**src/rtl/alu_pkg.sv**
```systemverilog
// Shared definitions for the alu issue stage: opcodes, FSM states, request layout.
// Latency: n/a (types and constants only).
// Backpressure: n/a.
package alu_pkg;

    localparam logic OP_FADD = 1'b0;   // IEEE-754 single-precision add
    localparam logic OP_IMUL = 1'b1;   // signed 32-bit multiply

    localparam int ALU_DATA_W = 32;
    localparam int ALU_TAG_W  = 4;

    typedef enum logic [1:0] {
        IDLE  = 2'd0,
        ISSUE = 2'd1,
        DONE  = 2'd2
    } state_t;

    // Request layout at the native alu widths.
    typedef struct packed {
        logic [ALU_DATA_W-1:0] x;
        logic [ALU_DATA_W-1:0] y;
        logic                  op;
        logic [ALU_TAG_W-1:0]  tag;
    } req_t;

    // Width of a down-counter that must hold lat-1 (at least one bit).
    function automatic int cnt_width(input int lat);
        return (lat > 1) ? $clog2(lat) : 1;
    endfunction

endpackage

```
**src/rtl/alu_req_fifo.sv**
```systemverilog
// Request buffer: DEPTH-entry FIFO, pointers carry an extra wrap bit.
// Latency: entry visible at pop_dat the edge after push; no bypass.
// Backpressure: full blocks push (even with a same-cycle pop); pop on empty ignored.
//
// Ports: clk/rst (async active-high), push/push_dat, pop/pop_dat (head, valid
// when !empty), full, empty.
module alu_req_fifo #(
    parameter int WIDTH = 8,
    parameter int DEPTH = 4
) (
    input  logic             clk,
    input  logic             rst,
    input  logic             push,
    input  logic [WIDTH-1:0] push_dat,
    input  logic             pop,
    output logic [WIDTH-1:0] pop_dat,
    output logic             full,
    output logic             empty
);

    localparam int AW = $clog2(DEPTH);

    logic [WIDTH-1:0] mem [DEPTH];
    logic [AW:0]      wr_ptr;
    logic [AW:0]      rd_ptr;
    logic             do_push;
    logic             do_pop;

    assign empty   = (wr_ptr == rd_ptr);
    // Same slot address but different lap: writer is a full lap ahead.
    assign full    = (wr_ptr[AW-1:0] == rd_ptr[AW-1:0]) && (wr_ptr[AW] != rd_ptr[AW]);
    assign do_push = push && !full;
    assign do_pop  = pop && !empty;
    assign pop_dat = mem[rd_ptr[AW-1:0]];

    always_ff @(posedge clk or posedge rst) begin
        if (rst) begin
            wr_ptr <= '0;
            rd_ptr <= '0;
        end else begin
            if (do_push) wr_ptr <= wr_ptr + (AW+1)'(1);
            if (do_pop)  rd_ptr <= rd_ptr + (AW+1)'(1);
        end
    end

    // Storage needs no reset: emptiness is defined by the pointers alone.
    always_ff @(posedge clk) begin
        if (do_push) mem[wr_ptr[AW-1:0]] <= push_dat;
    end

endmodule

```
**src/rtl/alu_dispatch.sv**
```systemverilog
// Issue stage for the shared alu: queues requests, holds operands ALU_LAT cycles, returns result+tag.
// Latency: accept at E0, pop at E1, result captured at E(ALU_LAT+1); one request per ALU_LAT+1 cycles.
// Backpressure: in_ready = !full; response held stable until out_ready, no pop while waiting.
//
// Ports:
//   clk, rst          clock, async active-high reset
//   in_*              request port (valid/ready): x, y, op, tag
//   alu_x/y/op        operands driven to alu, change only when a request is popped
//   alu_result/ovf    alu outputs, sampled at the end of the settle window
//   out_*             response port (valid/ready): result, overflow, tag
//   busy              queue non-empty or a request in flight
module alu_dispatch
    import alu_pkg::*;
#(
    parameter int DATA_W  = 32,
    parameter int DEPTH   = 4,
    parameter int TAG_W   = 4,
    parameter int ALU_LAT = 24
) (
    input  logic              clk,
    input  logic              rst,
    input  logic              in_valid,
    output logic              in_ready,
    input  logic [DATA_W-1:0] in_x,
    input  logic [DATA_W-1:0] in_y,
    input  logic              in_op,
    input  logic [TAG_W-1:0]  in_tag,
    output logic [DATA_W-1:0] alu_x,
    output logic [DATA_W-1:0] alu_y,
    output logic              alu_op,
    input  logic [DATA_W-1:0] alu_result,
    input  logic              alu_overflow,
    output logic              out_valid,
    input  logic              out_ready,
    output logic [DATA_W-1:0] out_result,
    output logic              out_overflow,
    output logic [TAG_W-1:0]  out_tag,
    output logic              busy
);

    localparam int CNT_W = cnt_width(ALU_LAT);
    localparam logic [CNT_W-1:0] CNT_INIT = CNT_W'(ALU_LAT - 1);

    // Queue entry at this instance's widths.
    typedef struct packed {
        logic [DATA_W-1:0] x;
        logic [DATA_W-1:0] y;
        logic              op;
        logic [TAG_W-1:0]  tag;
    } slot_t;

    slot_t            push_dat;
    slot_t            head_dat;
    logic             fifo_full;
    logic             fifo_empty;
    logic             push;
    logic             pop;
    logic             capture;

    state_t           state_q;
    state_t           state_d;
    logic [CNT_W-1:0] cnt_q;
    logic [TAG_W-1:0] cur_tag_q;

    // ------------------------------------------------------------------
    // Request queue
    // ------------------------------------------------------------------
    assign in_ready = !fifo_full;
    assign push     = in_valid && in_ready;

    always_comb begin
        push_dat     = '0;
        push_dat.x   = in_x;
        push_dat.y   = in_y;
        push_dat.op  = in_op;
        push_dat.tag = in_tag;
    end

    alu_req_fifo #(
        .WIDTH ($bits(slot_t)),
        .DEPTH (DEPTH)
    ) u_fifo (
        .clk      (clk),
        .rst      (rst),
        .push     (push),
        .push_dat (push_dat),
        .pop      (pop),
        .pop_dat  (head_dat),
        .full     (fifo_full),
        .empty    (fifo_empty)
    );

    // ------------------------------------------------------------------
    // Control FSM
    // ------------------------------------------------------------------
    always_ff @(posedge clk or posedge rst) begin
        if (rst) state_q <= IDLE;
        else     state_q <= state_d;
    end

    always_comb begin
        state_d = state_q;
        pop     = 1'b0;
        capture = 1'b0;
        case (state_q)
            IDLE: begin
                if (!fifo_empty) begin
                    pop     = 1'b1;
                    state_d = ISSUE;
                end
            end
            ISSUE: begin
                if (cnt_q == '0) begin
                    capture = 1'b1;
                    state_d = DONE;
                end
            end
            DONE: begin
                // Consuming the response and issuing the next request share
                // one edge so back-to-back work costs ALU_LAT+1 cycles.
                if (out_ready) begin
                    if (!fifo_empty) begin
                        pop     = 1'b1;
                        state_d = ISSUE;
                    end else begin
                        state_d = IDLE;
                    end
                end
            end
            default: state_d = IDLE;
        endcase
    end

    // ------------------------------------------------------------------
    // Operand, counter and response registers
    // ------------------------------------------------------------------
    always_ff @(posedge clk or posedge rst) begin
        if (rst) begin
            alu_x        <= '0;
            alu_y        <= '0;
            alu_op       <= 1'b0;
            cnt_q        <= '0;
            cur_tag_q    <= '0;
            out_result   <= '0;
            out_overflow <= 1'b0;
            out_tag      <= '0;
        end else begin
            if (pop) begin
                alu_x     <= head_dat.x;
                alu_y     <= head_dat.y;
                alu_op    <= head_dat.op;
                cur_tag_q <= head_dat.tag;
                cnt_q     <= CNT_INIT;
            end else if (state_q == ISSUE && cnt_q != '0) begin
                cnt_q <= cnt_q - CNT_W'(1);
            end
            if (capture) begin
                out_result   <= alu_result;
                out_overflow <= alu_overflow;
                out_tag      <= cur_tag_q;
            end
        end
    end

    // A response is pending exactly while the FSM sits in DONE.
    assign out_valid = (state_q == DONE);
    assign busy      = !fifo_empty || (state_q != IDLE);

endmodule
```
**config.mk**
```make
export PLATFORM = sky130hd
export DESIGN_NAME = alu_dispatch
export DESIGN_NICKNAME = d
export VERILOG_FILES = /design/src/rtl/alu_pkg.sv /design/src/rtl/alu_req_fifo.sv /design/src/rtl/alu_dispatch.sv
export SDC_FILE = /design/constraint.sdc
export NUM_CORES = 1
export LEC_CHECK = 0
export ABC_AREA = 0
export CORE_MARGIN = 4
export CORE_UTILIZATION = 45
export DETAILED_ROUTE_END_ITERATION = 8
export HOLD_SLACK_MARGIN = 0.05
export PLACE_DENSITY = 0.79
export SYNTH_ARGS = -nofsm -noshare
export SYNTH_HDL_FRONTEND = slang
export SYNTH_SLANG_ARGS = --single-unit
```
**constraint.sdc**
```tcl
create_clock -name clk -period 5.4 [get_ports clk]
set_input_delay 1.35 -clock clk [delete_from_list [all_inputs] [get_ports clk]]
set_output_delay 1.35 -clock clk [all_outputs]
set_load 0.01 [all_outputs]
```
# After elaboration in Yosys (flattened, before gate mapping)
# Memories as Yosys holds them, arrays and structs flattened. A register that Yosys moved wholly into a read port is not among the register bits.
# Cells that the tools add are included.
dict set report totals {
  mem_count 1
  mem_bits_rw 276
  in_bits 106
  regBits 50
  word_cells 47
  output_inout_bits 105
}
# name words word_bits rd rd_ports_with_merged_regs write_ports line
set mem_list {}
lappend mem_list {u_fifo.mem 4 69 1 1 1 alu_req_fifo.sv:23} ;# logic [WIDTH-1:0] mem [DEPTH];
dict set report op_classes {
  muxes 14
  reduce_logical 14
  n_eq_ne 8
  add_sub_neg 3
}
# cell n
set op_table {}
lappend op_table {{5-bit 2-to-1 mux} 2}
lappend op_table {{1-bit 2-to-1 mux} 7}
lappend op_table {{3-bit by 1-bit adder with 3-bit output, second input constant} 2}
lappend op_table {{2-bit 2-to-1 mux} 3}
lappend op_table {{2-bit case mux with 3 select lines} 1}
lappend op_table {{1-bit logical AND} 5}
lappend op_table {{5-bit logical NOT} 1}
lappend op_table {{5-bit nonzero test} 1}
lappend op_table {{5-bit by 1-bit subtractor with 5-bit output, second input constant} 1}
lappend op_table {{2-bit inequality test, second input constant} 2}
lappend op_table {{2-bit nonzero test} 2}
lappend op_table {{3-bit == test} 1}
lappend op_table {{3-bit AND reduction} 1}
lappend op_table {{2-bit by 1-bit == test with 1-bit output, second input constant} 1}
lappend op_table {{2-bit == test} 1}
lappend op_table {{2-bit == test, second input constant} 1}
lappend op_table {{1-bit logical NOT} 2}
lappend op_table {{2-bit logical NOT} 1}
lappend op_table {{2-bit by 1-bit inequality test with 1-bit output, second input constant} 1}
lappend op_table {{1-bit case mux with 2 select lines} 1}
lappend op_table {{1-bit logical OR} 1}
lappend op_table {{1-bit inequality test} 1}

# Longest topological paths before layout
dict set report logic_depth {
  ltp_word 7
  mapped_depth 7
  depth_no_buf 5
}

# Modules after synthesis
# A second synthesis with hierarchy kept.
dict set report unflattened {
  cells_unflattened 678
  hier_area_um2 14861.8
}
# module seq_area_each_um2 instances cells_per_inst area_per_inst_um2
set by_module_without_submodules {}
lappend by_module_without_submodules {alu_req_fifo 8438.1 1 410 10468.8}
lappend by_module_without_submodules {alu_dispatch 2827.7 1 268 4393.0}

# Worst setup path after synthesis
# OpenSTA, ideal clock, no wires.
dict set report synth_timing {
  path_type {input port to flip-flop}
  start {input in_valid}
  end {memory u_fifo.mem[3][0] (netlist bit), enable pin}
  path_buffers 0
  required_ps 4859
  setup_ps 541
  cell_stages 2
  path_slack_ps -79
  arrival_time_ps 4939
  path_cell_list {nand2_1 -> a31oi_1}
}
dict set report synth_via {
  elab_chain_cells 4
}
# element line
set synth_rtl {}
lappend synth_rtl {{start: declaration} alu_dispatch.sv:22} ;# input logic in_valid,
lappend synth_rtl {{1-bit logical AND} alu_dispatch.sv:69} ;# assign push = in_valid && in_ready;
lappend synth_rtl {{1-bit logical AND} alu_req_fifo.sv:32} ;# assign do_push = push && !full;
lappend synth_rtl {{1-bit 2-to-1 mux} alu_req_fifo.sv:48} ;# if (do_push) mem[wr_ptr[AW-1:0]] <= push_dat;
lappend synth_rtl {{1-bit 2-to-1 mux (not written as such)} alu_req_fifo.sv:48}
lappend synth_rtl {{end: declaration} alu_req_fifo.sv:23}
# Every way passes these cells.

# Final worst setup path
dict set report layout_timing {
  start {register u_fifo.rd_ptr[0]}
  end {output busy}
}
dict set report layout_via {
  elab_chain_cells 3
}
# element line
set layout_rtl {}
lappend layout_rtl {{start: declaration} alu_req_fifo.sv:25} ;# logic [AW:0] rd_ptr;
lappend layout_rtl {{start signal: assignment} alu_req_fifo.sv:42} ;# if (do_pop) rd_ptr <= rd_ptr + (AW+1)'(1);
lappend layout_rtl {{3-bit == test} alu_req_fifo.sv:29} ;# assign empty = (wr_ptr == rd_ptr);
lappend layout_rtl {{1-bit logical NOT} alu_dispatch.sv:167} ;# assign busy = !fifo_empty || (state_q != IDLE);
lappend layout_rtl {{1-bit logical OR} alu_dispatch.sv:167}
lappend layout_rtl {{end: declaration} alu_dispatch.sv:38} ;# output logic busy
# Every way passes these cells.

==> metrics.cfg <==
[clock_tree]
postCtsSetupRepairBufs = 0
cts.sinks = 395
clockBufferDepth = 3
cts_max_level = 2
hold_buffers = 0
cts_resized = 0
cts.clk_slew.worst_paths_ns = 0.06
cts_tree = done
numCtsBuffers = 40
cts-root-buf = clkbuf_16
clk_latency_ns = 0.52

[detailed_routing]
drc_errors = 0
vias_per_cell = 5.10
wl_mm = 27.2
wl_per_cell_um = 20.0
final_antenna_net_count = 0
first_pass_iters = 4
drtIter0Drc = 434
vias = 6922

[timing]
worst_pin_slew_ns = 1.07
finalMaxSlewViolations = 0
slew-limit-headroom = 0.286
setup_viol = 0
finalCriticalPeriod_ns = 3.76
fin_crit_sh = 0.696
finalClockSkew_ns = 0.0205
fin_setup_tns_ns = 0
rsz0062_at_grt = false
hold_viol_final = 0
max_freq_mhz = 266

[setup_path]
end_kind = output pin
reg2reg_slack_ns = 2.41
worst_path_max_delay_cell = dfrtp_4
startpoint_type = register
r2r-end = u_fifo.mem[2][40]
ff2ff_path_depth = 3
critPathKind = register to output pin
slowest_delay_ns = 0.72
r2r_start = u_fifo.rd_ptr[0]
crit_chain = xnor2_2 > nand4_1 > clkdlybuf4s50_1
path_max_fanout = 30
crit_required_ns = 4.05
crit_arrival_ns = 2.41

[yosys]
netlist_area_sq_um = 14600
syn_nets = 771
yosysWarnings = 0
yosys.area.top_type = edfxtp_1
synth_area_per_cell_sq_um = 22.2
yosys.area.top_type_share = 0.567
ys_seq_area_frac = 0.770
ys_ff_latch = 395
synth_area_leaders = edfxtp_1 57%, dfrtp_1 20%, mux4_2 11%, mux2_2 5.6%, mux2_1 2.7%
syn_inst = 659
synth_cell_type_count = 35

[hold_path]
min_path_type = register to register
worstHoldStart = alu_y[12]
min_to = alu_y[12]
worstHoldPathCells = 1

[power]
p_int_uw = 7840
p_sw_frac = 0.275
pwr-share-seq = 0.433
power.switching_uw = 2980
p_comb_frac = 0.306
power.density_nw_per_um2 = 581
power_frac_clock = 0.261
p_leak_uw = 0.00654
vdd_drop_max_mv = 0.403

[global_routing]
grt_max_degree = 90
grt_pass1_wl_mm = 43.1
track_usage = 0.154
antenna_found_initial = 0
grt_overflow = 0
grt_pass1_vias = 7497

[floorplan]
dieArea_sq_um = 35500
pin_count = 211
core_sq_um = 31800
initial_core_util = 0.460
die_y_um = 188
dieWidth_um = 188
rows = 65

[finish]
layout_commonest_cell = edfxtp_1
drive_above_1_share = 0.243
final_cell_area_sq_um = 18600
fin_cells = 1357
ff_latch_area_sq_um = 11300
syn_to_final_growth_pct = 27.3
multi_input_area_sq_um = 3210
mostFrequentLayoutCells = 276 x edfxtp_1, 210 x clkdlybuf4s50_1, 117 x dfrtp_1
diodes = 0
nets = 1002
num-fill-cells = 2263

[placed_design]
gp_congestion = 0.702
hpwl_mm = 16.3
dp_cells = 1283
port_buffers = 210
dpl-instance-area_sq_um = 17200

[status]
status = completed

[job]
drv_cap = 0

power groups by stage:
stage          clock [uW]  combinational (uW)  sequential (uW)
2_1_floorplan           0                1840             4810
3_3_place_gp            0                3330             4710
3_5_place_dp            0                3380             4750
4_1_cts              2900                3400             4700
5_1_grt              3040                3580             4790
6_report             2820                3310             4680
metal layers:
layer  part of all wire  vias up  GRT usage
met5                  0        -          0
met4              0.018        0     0.0409
met3              0.058       37     0.0341
met2               0.48      221      0.250
met1               0.44     3559      0.215
li1                   -     3105          -
area by class of cell:
type / count / area share
clock buffer: 53 / 0.0608
tap: 435 / 0.0292
inverter: 8 / 0.00188
sequential: 395 / 0.605
multi-input combinational: 228 / 0.172
timing repair buffer: 217 / 0.117
clock inverter: 21 / 0.0136
worst max path at each step:
stage	cells past startpoint	slack (ns)	startpoint	endpoint
after CTS	3	1.57	u_fifo.rd_ptr[0]	busy
after detailed placement	4	1.71	in_valid	u_fifo.mem[2][33]
after global placement	4	1.76	in_valid	u_fifo.mem[0][25]
after floorplan	1	0.89	rst	alu_op
final	3	1.64	u_fifo.rd_ptr[0]	busy
after global routing	3	1.42	u_fifo.rd_ptr[0]	busy
registers in the layout (all words and copies together), names as in the netlist:
name,cells
alu_x,32
state_q,2
cnt_q,5
out_tag,4
u_fifo.wr_ptr,3
cur_tag_q,4
u_fifo.mem,276
u_fifo.rd_ptr,3
alu_op,1
out_result,32
out_overflow,1
alu_y,32
cells by family (layout without fill, tap and decap cells):
logic type                 Yosys count  count (layout)  share of synthesized area
buffers and inverters               36             299                     0.0128
and+or+nand+nor                     24              24                     0.0100
xor gates and xnor gates             8               8                    0.00582
DFF                                395             395                      0.770
adders and majority gates            6               6                    0.00513
AOI/OAI and AO/OA                   13              13                    0.00667
muxes                              177             177                      0.189
synthesized netlist by cell type, drive strengths merged:
| library cell | number |
|---|---|
| a211o | 2 |
| a21oi | 1 |
| a2bb2oi | 1 |
| a311oi | 2 |
| a31oi | 3 |
| and2 | 3 |
| buf | 20 |
| clkbuf | 8 |
| dfrtp | 119 |
| edfxtp | 276 |
| ha | 6 |
| inv | 8 |
| mux2 | 108 |
| mux4 | 69 |
| nand2 | 3 |
| nand2b | 5 |
| nand3 | 1 |
| nand4 | 1 |
| nor2 | 2 |
| nor2b | 2 |
| nor3 | 2 |
| nor4 | 1 |
| nor4b | 1 |
| o21ai | 3 |
| o41ai | 1 |
| or3 | 1 |
| or3b | 1 |
| or4 | 1 |
| xnor2 | 4 |
| xor2 | 4 |
worst max-delay path, delay by kind of cell, from the launching register on:
| family | cells | cell delay (ns) |
|---|---|---|
| buf+inv | 1 | 0.53 |
| simple gates | 1 | 0.14 |
| xor+xnor | 1 | 0.49 |
| flops | 1 | 0.72 |
metrics by stage:
step | worst slack, ns | power (uW) | hold slack, ns | utilization
after floorplan | 0.893 | 6640 | 0.454 | -
after global placement | 1.76 | 8040 | 0.467 | 0.542
after detailed placement | 1.71 | 8140 | 0.474 | 0.542
after CTS | 1.57 | 11000 | 0.487 | 0.586
after global routing | 1.42 | 11400 | 0.501 | 0.586
final | 1.64 | 10800 | 0.481 | 0.586
Power figures use the tool's default switching activity.
